File: src/rtl/dsp_arb_pkg.sv
// dsp_arb_pkg: shared state encoding and operand widths for the DSP48A1 share arbiter.
package dsp_arb_pkg;
    typedef enum logic [1:0] {IDLE, OWN0, OWN1} state_t;
    localparam int A_W  = 18;
    localparam int B_W  = 18;
    localparam int C_W  = 48;
    localparam int OP_W = 8;
    localparam int P_W  = 48;
endpackage

File: src/rtl/dsp_tag_pipe.sv
// dsp_tag_pipe: LAT-deep {valid,id} shift register that follows each issued op through the slice.
module dsp_tag_pipe #(
    parameter int LAT = 4
) (
    input  logic clk,
    input  logic rst,
    input  logic in_valid,
    input  logic in_id,
    output logic out_valid,
    output logic out_id
);
    logic [LAT-1:0] v;
    logic [LAT-1:0] id;

    always_ff @(posedge clk or posedge rst) begin
        if (rst) begin
            v  <= '0;
            id <= '0;
        end else begin
            v[0]  <= in_valid;
            id[0] <= in_id;
            for (int i = 1; i < LAT; i++) begin
                v[i]  <= v[i-1];
                id[i] <= id[i-1];
            end
        end
    end

    assign out_valid = v[LAT-1];
    assign out_id    = id[LAT-1];
endmodule

File: src/rtl/dsp_share_arbiter.sv
// dsp_share_arbiter: round-robin/lockable sharing of one DSP48A1 slice between two requesters.
// Define DSP_ARB_STATS_EN to add saturating accept and forced-release counters.
module dsp_share_arbiter
    import dsp_arb_pkg::*;
#(
    parameter int LAT      = 4,
    parameter int LOCK_MAX = 8
) (
    input  logic            clk,
    input  logic            rst,
    input  logic            r0_valid,
    input  logic            r1_valid,
    output logic            r0_ready,
    output logic            r1_ready,
    input  logic            r0_lock,
    input  logic            r1_lock,
    input  logic [A_W-1:0]  r0_a,
    input  logic [A_W-1:0]  r1_a,
    input  logic [B_W-1:0]  r0_b,
    input  logic [B_W-1:0]  r1_b,
    input  logic [C_W-1:0]  r0_c,
    input  logic [C_W-1:0]  r1_c,
    input  logic [OP_W-1:0] r0_opmode,
    input  logic [OP_W-1:0] r1_opmode,
    output logic [A_W-1:0]  dsp_a,
    output logic [B_W-1:0]  dsp_b,
    output logic [C_W-1:0]  dsp_c,
    output logic [OP_W-1:0] dsp_opmode,
    output logic            dsp_ce,
    input  logic [P_W-1:0]  dsp_p,
    output logic [P_W-1:0]  rsp_p,
    output logic            r0_rsp_valid,
    output logic            r1_rsp_valid
`ifdef DSP_ARB_STATS_EN
    ,
    output logic [15:0]     stat_g0,
    output logic [15:0]     stat_g1,
    output logic [7:0]      stat_force
`endif
);
    localparam int CW = $clog2(LOCK_MAX + 1);

    state_t        state;
    logic          last_served;
    logic [CW-1:0] lock_cnt;
    logic          id_q;
    logic          acc;
    logic          win;
    logic          lk;
    logic          hold;
    logic          forced;
    logic          pv;
    logic          pid;

    always_comb begin
        r0_ready = !rst && (state == OWN0 ? r0_valid :
                            state == OWN1 ? 1'b0 :
                            r0_valid && (!r1_valid || last_served));
        r1_ready = !rst && (state == OWN1 ? r1_valid :
                            state == OWN0 ? 1'b0 :
                            r1_valid && (!r0_valid || !last_served));
        acc    = (r0_valid && r0_ready) || (r1_valid && r1_ready);
        win    = r1_valid && r1_ready;
        lk     = win ? r1_lock : r0_lock;
        hold   = lk && (int'(lock_cnt) + 1 < LOCK_MAX);
        forced = lk && !hold;
    end

    // last_served always records the winner, so a forced release hands the next tie to the other side.
    always_ff @(posedge clk or posedge rst) begin
        if (rst) begin
            state       <= IDLE;
            last_served <= 1'b1;
            lock_cnt    <= '0;
            id_q        <= 1'b0;
            dsp_a       <= '0;
            dsp_b       <= '0;
            dsp_c       <= '0;
            dsp_opmode  <= '0;
            dsp_ce      <= 1'b0;
        end else begin
            dsp_ce <= acc;
            if (acc) begin
                dsp_a       <= win ? r1_a : r0_a;
                dsp_b       <= win ? r1_b : r0_b;
                dsp_c       <= win ? r1_c : r0_c;
                dsp_opmode  <= win ? r1_opmode : r0_opmode;
                id_q        <= win;
                last_served <= win;
                state       <= hold ? (win ? OWN1 : OWN0) : IDLE;
                lock_cnt    <= hold ? lock_cnt + 1'b1 : '0;
            end
        end
    end

    dsp_tag_pipe #(.LAT(LAT)) u_tag (
        .clk       (clk),
        .rst       (rst),
        .in_valid  (dsp_ce),
        .in_id     (id_q),
        .out_valid (pv),
        .out_id    (pid)
    );

    assign rsp_p        = dsp_p;
    assign r0_rsp_valid = pv && !pid;
    assign r1_rsp_valid = pv && pid;

`ifdef DSP_ARB_STATS_EN
    always_ff @(posedge clk or posedge rst) begin
        if (rst) begin
            stat_g0    <= '0;
            stat_g1    <= '0;
            stat_force <= '0;
        end else begin
            if (acc && !win && stat_g0 != 16'hFFFF) stat_g0 <= stat_g0 + 1'b1;
            if (acc && win && stat_g1 != 16'hFFFF) stat_g1 <= stat_g1 + 1'b1;
            if (acc && forced && stat_force != 8'hFF) stat_force <= stat_force + 1'b1;
        end
    end
`endif
endmodule

File: config.mk
export PLATFORM = sky130hd
export DESIGN_NAME = dsp_share_arbiter
export DESIGN_NICKNAME = d
export VERILOG_FILES = /design/src/rtl/dsp_arb_pkg.sv /design/src/rtl/dsp_tag_pipe.sv /design/src/rtl/dsp_share_arbiter.sv
export SDC_FILE = /design/constraint.sdc
export NUM_CORES = 1
export LEC_CHECK = 0
export ABC_AREA = 1
export CAP_MARGIN = 20
export CORE_AREA = 10 10 141 143
export CTS_CLUSTER_DIAMETER = 60
export DETAILED_ROUTE_END_ITERATION = 8
export DIE_AREA = 0 0 151 153
export GPL_TIMING_DRIVEN = 0
export PLACE_DENSITY = 0.74
export REMOVE_ABC_BUFFERS = 1
export SYNTH_ARGS = -nofsm -noshare
export SYNTH_HDL_FRONTEND = slang
export SYNTH_SLANG_ARGS = --single-unit
File: constraint.sdc
create_clock -name clk -period 3.9 [get_ports clk]
set_input_delay 0.39 -clock clk [delete_from_list [all_inputs] [get_ports clk]]
set_output_delay 0.39 -clock clk [all_outputs]
set_load 0.02 [all_outputs]
==> flow_summary.json <==
{
  "status": "finished, final reports clean",
  "n_antenna_cell": 0,
  "fillers": 1631,
  "min_path_type": "reg2reg",
  "setup_violations": 0,
  "ant_nets": 0,
  "crit_slowest_cell": "clkdlybuf4s50_1",
  "power_frac_clock_pct": 15.4,
  "startpoint_type": "primary input",
  "worst_path_most_repeated_cell": "clkdlybuf4s50_1",
  "final_cell_mix": "286 x clkdlybuf4s50_1, 117 x nand2_1, 108 x dfrtp_1",
  "vias_per_cell": 4.744,
  "p_switching_mw": 2.422,
  "cts_buffers": 9,
  "synthAdderAreaFrac_pct": 0.2361,
  "initial_utilization_pct": 31.07,
  "seq_area_frac_synth_pct": 51.49,
  "maxCapViolCount": 0,
  "ioPinCount": 383,
  "hold_buffers": 0,
  "grt_overflow_total": 0,
  "final_common_cell": "clkdlybuf4s50_1",
  "postSynthCellCount": 619,
  "synth_top_family_by_area": "compound AO/OA/AOI/OAI gates",
  "antenna_found_initial": 0,
  "critPathArrivalTime_ps": 3260,
  "die_h_um": 153,
  "final_nets": 1071,
  "hpwl_um": 16240,
  "grt_max_degree": 95,
  "clk_pin_slew_ps": 80,
  "clockRootBuffer": "clkbuf_16",
  "p_per_area_nw_per_um2": 722.6,
  "path_buf_inv": 5,
  "synth_warnings": 0,
  "required_ps": 3510,
  "p_leak_nw": 3.294,
  "htreeDepth": 3,
  "p_comb_share_pct": 51.2,
  "cts_tree": "built",
  "die_w_um": 151,
  "core_area_um2": 17060,
  "hold_viol_final": 0,
  "worst_slack_ps": 249.1,
  "path_class": "in2out",
  "synthArstFlopShare_pct": 100.0,
  "cp_cell_sequence": "clkdlybuf4s50_1 > clkinv_8 > buf_16 > nand2_1 > nor2_4 > nand2_8 > inv_8 > clkdlybuf4s50_1",
  "fin_hold_ws_ps": 351.7,
  "synth_compound_gate_area_share_pct": 17.89,
  "clock_path_buffers": 2,
  "vdd_ir_drop_max_uv": 350.5,
  "yosys.area_share.simple_pct": 17.28,
  "max_slew_margin_pct": 59.31,
  "synthFlopType": "dfrtp_1",
  "drt_wl_total_um": 21510,
  "fin_skew_ps": 8.494,
  "clk_latency_ps": 350,
  "area_growth_pct": 54.93,
  "synth_xor_area_share_pct": 0.1653,
  "die_area_um2": 23100,
  "port_buffers": 286,
  "synth_edf_count": 0,
  "clock-sinks": 109,
  "p_int_mw": 3.512,
  "synthMuxAreaShare_pct": 0,
  "synth_seq_cells": 109,
  "post-place-ws_ps": -445.8,
  "period_share_pct": 93.61,
  "cp_top_family": "buffers and inverters",
  "drt_iter0_markers": 243,
  "layout_min_cycle_time_ps": 3651,
  "critPathMaxStageDelay_ps": 670,
  "grt_pass1_wl_um": 31150,
  "firstDrtPassIters": 4,
  "p_seq_share_pct": 33.4,
  "slew_viol_final": 0,
  "synthesis.area_um2": 5300,
  "drive_above_1_share_pct": 5.615,
  "netlist-cell-type-count": 23,
  "avgSynthCellArea_um2": 8.562,
  "grt_pass1_vias": 5070,
  "via_count": 5038,
  "p_sw_share_pct": 40.81,
  "final_util_pct": 48.14,
  "tightest_slew_ps": 610.3,
  "crit_fanout": 94,
  "cts_setup_buffers": 0,
  "grt_usage_pct": 17.71,
  "rows": 48,
  "gp_congestion": 0.7852,
  "max_freq_mhz": 273.9,
  "routedWlPerCell_um": 20.25,
  "drc": 0,
  "cp-end-kind": "primary output"
}
==> cell families (layout without fill, tap and decap cells) <==
logic type	Yosys count	in the layout
DFF	109	109
buffers and inverters	100	318
xor gates and xnor gates	1	1
and+or+nand+nor	226	226
adders and majority gates	1	1
AOI/OAI and AO/OA	182	182
==> final cells by class <==
class / instances / area, um2 / area share, %
inverters: 13 / 68.82 / 0.8380
flip-flops and latches: 109 / 2729 / 33.23
well taps: 225 / 281.5 / 3.428
repair buffers: 289 / 2938 / 35.78
clock buffers: 9 / 225.2 / 2.743
multi-input cells: 410 / 1903 / 23.18
clock inverters: 7 / 66.31 / 0.8076
==> worst paths after layout <==
kind                             startpoint          end  slack, ps  depth (start not counted)
worst max-delay path                    rst     r1_ready        250                          8
worst min-delay path             u_tag.v[2]   u_tag.v[3]        350                          0
worst max register to register  last_served    dsp_a[10]       1400                          8
worst min register to register   u_tag.v[2]   u_tag.v[3]        350                          0
max in group asynchronous               rst  last_served       2860                          3
min in group asynchronous               rst    dsp_c[30]        430                          2
==> worst register-to-register path: stages (launching register included) <==
cell and delay [ps]:
dfstp_2 530, inv_1 40, nand3_1 180, nand2_8 340, nand2_4 630, buf_12 320, inv_2 180, nand2_1 80
o21ai_0 80
==> registers in the layout, summed over array words and instances (netlist names) <==
name / cells
last_served: 1
u_tag.v: 4
state: 2
id_q: 1
lock_cnt: 4
dsp_ce: 1
dsp_opmode: 8
dsp_b: 18
dsp_c: 48
u_tag.id: 4
dsp_a: 18
==> routing by layer <==
metal,track usage (%),up-vias,wire length (um)
met5,4.082,-,95
met4,4.677,2,295
met3,10.19,21,2944
met2,25.49,268,9126
met1,21.80,2349,9047
li1,-,2398,-
==> synthesized netlist by cell type (2+ instances only) <==
cell      instances  area share (%)
dfrtp_1         108              51
o21ai_0          84             7.9
clkbuf_1          2            0.14
buf_2            20             1.9
nand4_1           3            0.35
buf_6            12             2.5
a21oi_2          10             1.7
a21oi_1          76             7.2
nand3_1           8            0.76
nand2_1         117             8.3
inv_1             8            0.57
nor2_2            8            0.94
nand2_4           3            0.64
nor2_1           86             6.1
buf_4            51             7.2
o21ai_1          12             1.1
clkbuf_2          2            0.19
inv_2             4            0.28
==> power groups by stage <==
stage          clock network [mW]  logic [mW]  registers [mW]
2_1_floorplan                   0       0.848            2.60
3_3_place_gp                    0        3.03            1.98
3_5_place_dp                    0        3.06            2.01
4_1_cts                     0.954        3.08            1.99
5_1_grt                     0.991        3.26            2.05
6_report                    0.913        3.04            1.98
==> metrics by stage <==
step	instances	instance area, um2	TNS (ps)	power, mW
2_1_floorplan	532	4664	0	3.445
3_3_place_gp	1043	7809	-156730	5.009
3_5_place_dp	1046	7889	-4871	5.069
4_1_cts	1062	8202	0	6.022
5_1_grt	1062	8212	-4.877	6.305
6_report	1062	8212	0	5.934
==> timing repair <==
| action | 4_1_cts | 5_1_grt |
|---|---|---|
| resized for setup | 3 | 4 |
| hold endpoints to repair | 0 | 0 |
| setup endpoints to repair | 2 | 2 |
| gates cloned | 0 | 0 |
No activity file was read; power rests on OpenSTA's default activity.
